`src/rtl/hazard_scoreboard_if.sv`:
```
// rtl/hazard_scoreboard_if.sv - issue/branch inputs and forwarding/stall outputs of the hazard scoreboard
interface hazard_scoreboard_if #(
    parameter int REG_AW = 4,
    parameter int SEL_W  = 2,
    parameter int CNT_W  = 16
);
    logic              IssueValid;
    logic              IssueWrites;
    logic              IssueIsLoad;
    logic [REG_AW-1:0] IssueRd;
    logic [REG_AW-1:0] IssueRs;
    logic [REG_AW-1:0] IssueRt;
    logic              IssueUsesRs;
    logic              IssueUsesRt;
    logic              BranchTaken;
    logic [SEL_W-1:0]  FwdSelPrimary;
    logic [SEL_W-1:0]  FwdSelSecondary;
    logic              StallReq;
    logic              PurgeFront;
    logic [CNT_W-1:0]  StallCount;
    logic [CNT_W-1:0]  PurgeCount;

    modport master (
        output IssueValid, IssueWrites, IssueIsLoad, IssueRd, IssueRs, IssueRt,
               IssueUsesRs, IssueUsesRt, BranchTaken,
        input  FwdSelPrimary, FwdSelSecondary, StallReq, PurgeFront, StallCount, PurgeCount
    );

    modport slave (
        input  IssueValid, IssueWrites, IssueIsLoad, IssueRd, IssueRs, IssueRt,
               IssueUsesRs, IssueUsesRt, BranchTaken,
        output FwdSelPrimary, FwdSelSecondary, StallReq, PurgeFront, StallCount, PurgeCount
    );
endinterface

```
`src/rtl/hazard_scoreboard.sv`:
```
// rtl/hazard_scoreboard.sv - shift-register write scoreboard driving forwarding selects, stall and purge
module hazard_scoreboard #(
    parameter int REG_AW           = 4,
    parameter int STAGES           = 3,
    parameter int LOAD_READY_STAGE = 1,
    parameter int BRANCH_STAGE     = 1,
    parameter int FWD_EN           = 1,
    parameter int ZERO_REG_EN      = 1,
    parameter int CNT_W            = 16,
    parameter int SEL_W            = $clog2(STAGES+1)
) (
    input  logic               ClockPipeline,
    input  logic               Reset,
    hazard_scoreboard_if.slave bus
);
    logic              v_q  [STAGES];
    logic              v_d  [STAGES];
    logic [REG_AW-1:0] rd_q [STAGES];
    logic [REG_AW-1:0] rd_d [STAGES];
    logic              ld_q [STAGES];
    logic              ld_d [STAGES];
    logic [CNT_W-1:0]  stall_cnt_q, stall_cnt_d;
    logic [CNT_W-1:0]  purge_cnt_q, purge_cnt_d;

    logic [REG_AW-1:0] src  [2];
    logic              uses [2];
    logic [SEL_W-1:0]  sel  [2];
    logic              hz   [2];
    logic              stall;
    logic              issue_en;

    always_comb begin : resolve_sources
        logic             match;
        logic             match_ld;
        logic             active;
        logic [SEL_W-1:0] match_k;
        src[0]  = bus.IssueRs;
        src[1]  = bus.IssueRt;
        uses[0] = bus.IssueUsesRs;
        uses[1] = bus.IssueUsesRt;
        for (int s = 0; s < 2; s++) begin
            match    = 1'b0;
            match_ld = 1'b0;
            match_k  = '0;
            // Scan oldest to youngest so the youngest matching writer is the one kept.
            for (int k = STAGES-1; k >= 0; k--) begin
                if (v_q[k] && rd_q[k] == src[s]) begin
                    match    = 1'b1;
                    match_ld = ld_q[k];
                    match_k  = SEL_W'(k);
                end
            end
            active = bus.IssueValid & uses[s] & ~Reset &
                     ~((ZERO_REG_EN != 0) && (src[s] == '0));
            sel[s] = '0;
            hz[s]  = 1'b0;
            if (active && match) begin
                if (FWD_EN != 0) begin
                    if (!match_ld || match_k >= SEL_W'(LOAD_READY_STAGE))
                        sel[s] = match_k + SEL_W'(1);
                    else
                        hz[s] = 1'b1;
                end else if (match_k != SEL_W'(STAGES-1)) begin
                    hz[s] = 1'b1;
                end
            end
        end
    end

    assign stall = bus.IssueValid & ~bus.BranchTaken & ~Reset & (hz[0] | hz[1]);

    assign bus.FwdSelPrimary   = sel[0];
    assign bus.FwdSelSecondary = sel[1];
    assign bus.StallReq        = stall;
    assign bus.PurgeFront      = bus.BranchTaken & ~Reset;
    assign bus.StallCount      = stall_cnt_q;
    assign bus.PurgeCount      = purge_cnt_q;

    always_comb begin
        issue_en = bus.IssueValid & bus.IssueWrites & ~stall & ~bus.BranchTaken &
                   ((ZERO_REG_EN == 0) || (bus.IssueRd != '0));
        v_d[0]  = issue_en;
        rd_d[0] = bus.IssueRd;
        ld_d[0] = bus.IssueIsLoad;
        // Entries younger than the resolving branch are squashed as they shift.
        for (int k = 1; k < STAGES; k++) begin
            v_d[k]  = v_q[k-1] & ~(bus.BranchTaken && ((k-1) < BRANCH_STAGE));
            rd_d[k] = rd_q[k-1];
            ld_d[k] = ld_q[k-1];
        end
        stall_cnt_d = (stall && !(&stall_cnt_q)) ? stall_cnt_q + CNT_W'(1) : stall_cnt_q;
        purge_cnt_d = (bus.BranchTaken && !(&purge_cnt_q)) ? purge_cnt_q + CNT_W'(1) : purge_cnt_q;
    end

    always_ff @(posedge ClockPipeline or posedge Reset) begin
        if (Reset) begin
            for (int k = 0; k < STAGES; k++) begin
                v_q[k]  <= 1'b0;
                rd_q[k] <= '0;
                ld_q[k] <= 1'b0;
            end
            stall_cnt_q <= '0;
            purge_cnt_q <= '0;
        end else begin
            for (int k = 0; k < STAGES; k++) begin
                v_q[k]  <= v_d[k];
                rd_q[k] <= rd_d[k];
                ld_q[k] <= ld_d[k];
            end
            stall_cnt_q <= stall_cnt_d;
            purge_cnt_q <= purge_cnt_d;
        end
    end
endmodule

```
`src/flat_wrapper.sv`:
```
// flat-port wrapper written by rule: the top's interface ports become plain ports
module hazard_scoreboard_flat 
#(
    parameter int REG_AW           = 4,
    parameter int STAGES           = 3,
    parameter int LOAD_READY_STAGE = 1,
    parameter int BRANCH_STAGE     = 1,
    parameter int FWD_EN           = 1,
    parameter int ZERO_REG_EN      = 1,
    parameter int CNT_W            = 16,
    parameter int SEL_W            = $clog2(STAGES+1)
)
  (ClockPipeline, Reset, bus_IssueValid, bus_IssueWrites, bus_IssueIsLoad, bus_IssueRd, bus_IssueRs, bus_IssueRt, bus_IssueUsesRs, bus_IssueUsesRt, bus_BranchTaken, bus_FwdSelPrimary, bus_FwdSelSecondary, bus_StallReq, bus_PurgeFront, bus_StallCount, bus_PurgeCount);
  hazard_scoreboard_if #(.REG_AW(REG_AW), .SEL_W(SEL_W), .CNT_W(CNT_W)) bus_i ();
  input  logic ClockPipeline;
  input  logic Reset;
  input wire logic [$bits(bus_i.IssueValid)-1:0] bus_IssueValid;
  input wire logic [$bits(bus_i.IssueWrites)-1:0] bus_IssueWrites;
  input wire logic [$bits(bus_i.IssueIsLoad)-1:0] bus_IssueIsLoad;
  input wire logic [$bits(bus_i.IssueRd)-1:0] bus_IssueRd;
  input wire logic [$bits(bus_i.IssueRs)-1:0] bus_IssueRs;
  input wire logic [$bits(bus_i.IssueRt)-1:0] bus_IssueRt;
  input wire logic [$bits(bus_i.IssueUsesRs)-1:0] bus_IssueUsesRs;
  input wire logic [$bits(bus_i.IssueUsesRt)-1:0] bus_IssueUsesRt;
  input wire logic [$bits(bus_i.BranchTaken)-1:0] bus_BranchTaken;
  output wire logic [$bits(bus_i.FwdSelPrimary)-1:0] bus_FwdSelPrimary;
  output wire logic [$bits(bus_i.FwdSelSecondary)-1:0] bus_FwdSelSecondary;
  output wire logic [$bits(bus_i.StallReq)-1:0] bus_StallReq;
  output wire logic [$bits(bus_i.PurgeFront)-1:0] bus_PurgeFront;
  output wire logic [$bits(bus_i.StallCount)-1:0] bus_StallCount;
  output wire logic [$bits(bus_i.PurgeCount)-1:0] bus_PurgeCount;
  assign bus_i.IssueValid = bus_IssueValid;
  assign bus_i.IssueWrites = bus_IssueWrites;
  assign bus_i.IssueIsLoad = bus_IssueIsLoad;
  assign bus_i.IssueRd = bus_IssueRd;
  assign bus_i.IssueRs = bus_IssueRs;
  assign bus_i.IssueRt = bus_IssueRt;
  assign bus_i.IssueUsesRs = bus_IssueUsesRs;
  assign bus_i.IssueUsesRt = bus_IssueUsesRt;
  assign bus_i.BranchTaken = bus_BranchTaken;
  assign bus_FwdSelPrimary = bus_i.FwdSelPrimary;
  assign bus_FwdSelSecondary = bus_i.FwdSelSecondary;
  assign bus_StallReq = bus_i.StallReq;
  assign bus_PurgeFront = bus_i.PurgeFront;
  assign bus_StallCount = bus_i.StallCount;
  assign bus_PurgeCount = bus_i.PurgeCount;
  hazard_scoreboard #(.REG_AW(REG_AW), .STAGES(STAGES), .LOAD_READY_STAGE(LOAD_READY_STAGE), .BRANCH_STAGE(BRANCH_STAGE), .FWD_EN(FWD_EN), .ZERO_REG_EN(ZERO_REG_EN), .CNT_W(CNT_W), .SEL_W(SEL_W)) u_core (.ClockPipeline(ClockPipeline), .Reset(Reset), .bus(bus_i));
endmodule
```
`config.mk`:
```
export PLATFORM = sky130hd
export DESIGN_NAME = hazard_scoreboard_flat
export DESIGN_NICKNAME = d
export VERILOG_FILES = /design/src/rtl/hazard_scoreboard_if.sv /design/src/rtl/hazard_scoreboard.sv /design/src/flat_wrapper.sv
export SDC_FILE = /design/constraint.sdc
export NUM_CORES = 1
export LEC_CHECK = 0
export CELL_PAD_IN_SITES_DETAIL_PLACEMENT = 0
export CELL_PAD_IN_SITES_GLOBAL_PLACEMENT = 1
export CORE_MARGIN = 4
export CORE_UTILIZATION = 42
export DETAILED_ROUTE_END_ITERATION = 16
export HOLD_SLACK_MARGIN = 0.05
export PLACE_DENSITY = 0.84
export SYNTH_ARGS = -nofsm -noshare
export SYNTH_HDL_FRONTEND = slang
export SYNTH_SLANG_ARGS = --single-unit
```
`constraint.sdc`:
```
create_clock -name ClockPipeline -period 3.8 [get_ports ClockPipeline]
set_input_delay 0.57 -clock ClockPipeline [delete_from_list [all_inputs] [get_ports ClockPipeline]]
set_output_delay 0.57 -clock ClockPipeline [all_outputs]
set_load 0.01 [all_outputs]
```
After elaboration in Yosys (flattened, before gate mapping)
Cells that the tools add are included.
{ "word_totals": {"regBits": 50, "out_inout_bits": 38, "wordCells": 91} }
{ "op_classes": {"add_sub_neg": 4, "magnitude_cmp": 2, "n_eq_ne": 6, "n_mux": 26, "n_bitwise": 21, "reduce_logical": 21} }
{ "ops": {"columns": ["operator", "n"], "rows": [
  ["$add A16 B1 Y16 const B", 2],
  ["$reduce_and A16 Y1", 2],
  ["$eq A4 B4 Y1", 6],
  ["$mux W2", 10],
  ["$mux W1", 16],
  ["$and A1 B1 Y1", 15],
  ["$logic_and A1 B1 Y1", 10],
  ["$logic_not A4 Y1", 2],
  ["$not A1 Y1", 5],
  ["$add A2 B1 Y2 const B", 2],
  ["$ge A2 B1 Y1 const B", 2],
  ["$logic_not A1 Y1", 4],
  ["$reduce_bool A4 Y1", 1],
  ["$logic_or A1 B1 Y1", 2],
  ["$or A1 B1 Y1", 1]
]} }

Logic depth before layout (Yosys ltp)
{ "depth": {"word_depth": 15, "depth_mapped": 11, "mapped_depth_nobuf": 10} }

Least setup slack after synthesis
OpenSTA, ideal clock, no wires.
{ "synth_timing": {"path_kind": "input-to-output", "startpoint": "input bus_IssueRs[0]", "endpoint": "output bus_FwdSelPrimary[0]", "arrival_ps": 2229, "t_required_ps": 3230, "setup_slack_ps": 1001, "cell_stages": 8, "n_path_buf": 0, "cell_sequence": "or2b_2 o2111ai_1 nor3_1 or3_1 ha_1 o21ai_0 nor2_1 nor4b_1"} }
{ "synth_via": {"elab_chain_len": 9} }
{ "synth_rtl": {"columns": ["element", "line_no", "text"], "rows": [
  ["start, declared", "flat_wrapper.sv:21", "input wire logic [$bits(bus_i.IssueRs)-1:0] bus_IssueRs;"],
  ["$eq A4 B4 Y1", "hazard_scoreboard.sv:47", "if (v_q[k] && rd_q[k] == src[s]) begin"],
  ["$logic_and A1 B1 Y1", "hazard_scoreboard.sv:47", null],
  ["$mux W2 or $mux W1 (tied branches) (3 in a row)", "hazard_scoreboard.sv:47", null],
  ["$ge A2 B1 Y1 or $logic_not A1 Y1 (tied branches)", "hazard_scoreboard.sv:59", "if (!match_ld || match_k >= SEL_W'(LOAD_READY_STAGE))"],
  ["$logic_or A1 B1 Y1", "hazard_scoreboard.sv:59", null],
  ["$mux W2", "hazard_scoreboard.sv:59", null],
  ["$mux W2 (*)", "hazard_scoreboard.sv:57", "if (active && match) begin"],
  ["end, declared", "flat_wrapper.sv:26", "output wire logic [$bits(bus_i.FwdSelPrimary)-1:0] bus_FwdSelPrimary;"]
]} }
Every way passes the cells marked *; elsewhere a longest branch is shown, timed or not.

Worst setup path after layout
{ "layout_timing": {"startpoint": "input bus_IssueRt[3]", "endpoint": "output bus_FwdSelSecondary[0]"} }
{ "layout_via": {"elab_chain_len": 9} }
{ "layout_rtl": {"columns": ["element", "line_no", "text"], "rows": [
  ["start, declared", "flat_wrapper.sv:22", "input wire logic [$bits(bus_i.IssueRt)-1:0] bus_IssueRt;"],
  ["$eq A4 B4 Y1", "hazard_scoreboard.sv:47", null],
  ["$logic_and A1 B1 Y1", "hazard_scoreboard.sv:47", null],
  ["$mux W2 or $mux W1 (tied branches) (3 in a row)", "hazard_scoreboard.sv:47", null],
  ["$ge A2 B1 Y1 or $logic_not A1 Y1 (tied branches)", "hazard_scoreboard.sv:59", null],
  ["$logic_or A1 B1 Y1", "hazard_scoreboard.sv:59", null],
  ["$mux W2", "hazard_scoreboard.sv:59", null],
  ["$mux W2 (*)", "hazard_scoreboard.sv:57", null],
  ["end, declared", "flat_wrapper.sv:27", "output wire logic [$bits(bus_i.FwdSelSecondary)-1:0] bus_FwdSelSecondary;"]
]} }
Marks and branches as above.

==> Implementation_results.wiki <==
{| class="wikitable"
! Metric !! Value
|-
| Outcome || complete, no violations
|-
| H-tree lvl count || 2
|-
| Area contributors post-synth || sky130_fd_sc_hd__dfrtp_1 (50%), sky130_fd_sc_hd__xor2_1 (12%), sky130_fd_sc_hd__xnor2_1 (5.2%)
|-
| Final hold vios || 0
|-
| Category of the critical setup timing path || primary input to primary output
|-
| Peak clock frequency supported by timing || 267.5 MHz
|-
| Cell chosen for the clock root || sky130_fd_sc_hd__clkbuf_8
|-
| Area fraction in compound gates after synthesis || 0.03728
|-
| Arrival time at the worst endpoint || 3.17 ns
|-
| Cell count of the worst hold path || 0
|-
| Number of I/O port buffers || 57
|-
| Launch point of the worst hold path || u_core.ld_d[0]$_DFF_PP0_
|-
| Clock transition at path regs || 0.09 ns
|-
| R2R cell count || 12
|-
| Via total after detailed routing || 1895
|-
| Average routed wire per standard cell || 14.77 um
|-
| Fraction of synthesis flops using an asynchronous set or reset pin || 1.000
|-
| Antenna-violating nets left || 0
|-
| Die outline height || 85.42 um
|-
| Hold crit path type || register to register
|-
| Number of nets in the layout || 327
|-
| Proportion of layout cells with a drive suffix above 1 || 0.1382
|-
| Diode insertion count for antenna repair || 0
|-
| Endpoint of the worst-slack reg-to-reg timing path || u_core.bus.StallCount[12]$_DFFE_PP0P_
|-
| Number of buffers created by CTS || 5
|-
| Residual DRC || 0
|-
| Initial standard-cell utilization of the core || 0.4436
|-
| Die X-Extent || 85.42 um
|-
| Pwr per Cell Area || 361.3 mW/mm2
|-
| Maximum count of clock buffers along a single path || 2
|-
| Standard cell core area || 0.005675 mm2
|-
| Number of cell rows || 27
|-
| Die Outline Area || 0.007297 mm2
|-
| Half-perimeter wire length of the detailed placement result || 4.132 mm
|-
| Final instance area || 0.003385 mm2
|-
| Wire length of the first global-routing pass || 9.549 mm
|-
| Aggregate global-route resource usage || 0.1629
|-
| Area taken by flip-flops and latches || 0.001251 mm2
|-
| Sequential element share of the synthesized area || 0.4970
|-
| Via density || 5.040
|-
| Final Power || 1.223 mW
|-
| Clock latency reported for the late side of the worst-skew pair || 0.30 ns
|-
| Starting DRC count in detailed routing || 114
|-
| Final number of max-transition violations || 0
|-
| Setup total negative slack || 0 ns
|-
| WHS Endpoint || u_core.ld_q[0]$_DFF_PP0_
|-
| Residual overflow from global routing || 0
|-
| Worst Setup Start Kind || primary input
|-
| Main combinational cell family by area after synthesis || simple AND/OR/NAND/NOR gates
|-
| Relative slew margins || 0.3379
|-
| Area of combinational cells with multiple inputs || 0.001260 mm2
|-
| Yosys top cell by area || sky130_fd_sc_hd__dfrtp_1
|-
| RR Startpoint || u_core.rd_q[1]$_DFF_PP0_
|-
| Post-synthesis net count || 256
|-
| Leading cell types in the layout, fill and taps excluded || sky130_fd_sc_hd__clkdlybuf4s50_1 (50), sky130_fd_sc_hd__dfrtp_1 (50), sky130_fd_sc_hd__xor2_1 (35)
|-
| Area Overhead vs Synth || 34.44%
|-
| Least-Margin Pin Slew || 0.9917 ns
|-
| Final wirelength || 5.555 mm
|-
| Mean cell area of the mapped netlist || 10.85 um2
|-
| Count of endpoints failing setup in the final report || 0
|-
| Initial antenna violation count || 0
|-
| Worst clock skew || 0.006450 ns
|-
| Maximum capacitance violations || 0
|-
| Number of instances in the synthesized netlist || 232
|-
| Pin count of the biggest net entering global routing || 51
|-
| Post-synthesis share of cell area spent on full adders, half adders and majority gates || 0.01988
|-
| Proportion of synthesized area in mux cells || 0.01640
|-
| Required arrival time at the worst endpoint || 3.23 ns
|-
| Shortest clock period the worst path allows after layout || 3.739 ns
|-
| Weighted congestion reported at the end of routability-driven placement || 0.8661
|-
| Post-DP Area || 0.003219 mm2
|-
| Combined area of all synthesized cells || 0.002517 mm2
|-
| TritonRoute pass-1 iters || 4
|-
| Fin crit share || 0.9839
|-
| Parity-gate share of the synthesized area counting xor and xnor cells || 0.1740
|-
| Number of global-route vias before repair || 1971
|-
| Most used flip-flop cell after synthesis || sky130_fd_sc_hd__dfrtp_1
|-
| Maximum vdd drop || 0.4114 mV
|-
| Simple-gate portion of the synthesized area || 0.2361
|-
| Number of I/O pins || 58
|-
| Proportion of netlist area held by the largest area contributor || 0.4970
|-
| Distinct cell type count after synthesis || 43
|-
| Synth warnings || 0
|-
| Total clock sinks || 50
|-
| Clock tree from TritonCTS || built
|-
| Crit end category || primary output
|-
| Filler Cell Count || 497
|-
| Maximum net fanout on the critical path || 4
|-
| Setup slack of the worst register-to-register path || 1.12 ns
|-
| Synth Register Bits || 50
|-
| LEAKAGE || 1.544 nW
|-
| Post-synth EDFFs || 0
|}
-- Yosys cell counts, types with 4 or more instances --
| master | count |
|---|---|
| sky130_fd_sc_hd__nor2_1 | 16 |
| sky130_fd_sc_hd__and2_1 | 4 |
| sky130_fd_sc_hd__nor4_1 | 5 |
| sky130_fd_sc_hd__nor3_1 | 10 |
| sky130_fd_sc_hd__inv_1 | 10 |
| sky130_fd_sc_hd__xor2_1 | 35 |
| sky130_fd_sc_hd__xnor2_1 | 15 |
| sky130_fd_sc_hd__nand4_1 | 5 |
| sky130_fd_sc_hd__dfrtp_1 | 50 |
| sky130_fd_sc_hd__nand2_1 | 14 |
| sky130_fd_sc_hd__nand3_1 | 19 |
| sky130_fd_sc_hd__ha_1 | 4 |
-- worst max path at each step --
stage	startpoint	end	slack (ns)	cells past startpoint
global route	bus_IssueRt[3]	bus_FwdSelSecondary[0]	-0.01	10
finish	bus_IssueRt[3]	bus_FwdSelSecondary[0]	0.06	10
global placement	bus_IssueRs[1]	bus_FwdSelPrimary[1]	-0.01	10
floorplan	bus_IssueRs[0]	bus_FwdSelPrimary[0]	1.00	8
CTS	bus_IssueRs[2]	bus_StallReq	0.02	11
detailed placement	bus_IssueRs[1]	bus_FwdSelPrimary[0]	-0.05	10
-- registers in the layout, indices dropped and copies added (netlist names) --
name                   count
u_core.bus.StallCount     16
u_core.v_d                 1
u_core.rd_q                4
u_core.bus.PurgeCount     16
u_core.v_q                 2
u_core.ld_q                1
u_core.ld_d                2
u_core.rd_d                8
-- logic make-up after synthesis --
group           after synthesis
compound gates               11
fa+ha+maj                     4
simple gates                103
xor+xnor                     50
flops                        50
mux                           3
buf+inv                      11
-- worst max-delay path, cell delays in order --
cell and delay [ns]:
sky130_fd_sc_hd__clkdlybuf4s50_1 0.53, sky130_fd_sc_hd__xor2_1 0.23, sky130_fd_sc_hd__nor4_2 0.34, sky130_fd_sc_hd__and2_1 0.22, sky130_fd_sc_hd__nand3b_1 0.09, sky130_fd_sc_hd__ha_1 0.22, sky130_fd_sc_hd__o211ai_1 0.09, sky130_fd_sc_hd__o311a_1 0.21
sky130_fd_sc_hd__and2_1 0.13, sky130_fd_sc_hd__clkdlybuf4s50_1 0.54
-- per-stage QoR --
stage | instances | util | hold WS [ns] | setup slack, ns
2_1_floorplan | 232 | - | 0.3744 | 1.001
3_3_place_gp | 367 | 0.5672 | 0.4016 | -0.01287
3_5_place_dp | 367 | 0.5672 | 0.4022 | -0.05077
4_1_cts | 375 | 0.5893 | 0.4226 | 0.02186
5_1_grt | 376 | 0.5963 | 0.4331 | -0.01424
6_report | 376 | 0.5963 | 0.4246 | 0.06102
-- report_power, final --
part | internal (mW) | switching (mW)
Combinational | 0.129 | 0.100
Sequential | 0.576 | 0.0538
Clock | 0.194 | 0.170
-- area by class of cell --
cell class                      count  area share
Timing Repair Buffer               65      0.1882
Sequential cell                    50      0.3697
Tap cell                           72     0.02662
Clock inverter                      3     0.01183
Inverter                           10     0.01109
Multi-Input combinational cell    171      0.3723
Clock buffer                        5     0.02033
-- what timing repair did --
action                                  CTS  global route
hold buffers                              0             0
endpoints found under the setup margin    3             4
gates resized for setup                   6             8
pin swaps                                 0             2
setup buffers                             0             1
-- routing by layer --
metal | GRT usage | share of wire | up-vias
met2 | 0.2500 | 0.48 | 45
li1 | - | - | 945
met5 | 0 | 0 | -
met4 | 0.03885 | 0.0052 | 0
met1 | 0.2299 | 0.47 | 903
met3 | 0.04272 | 0.047 | 2
Power figures use the tool's default switching activity.
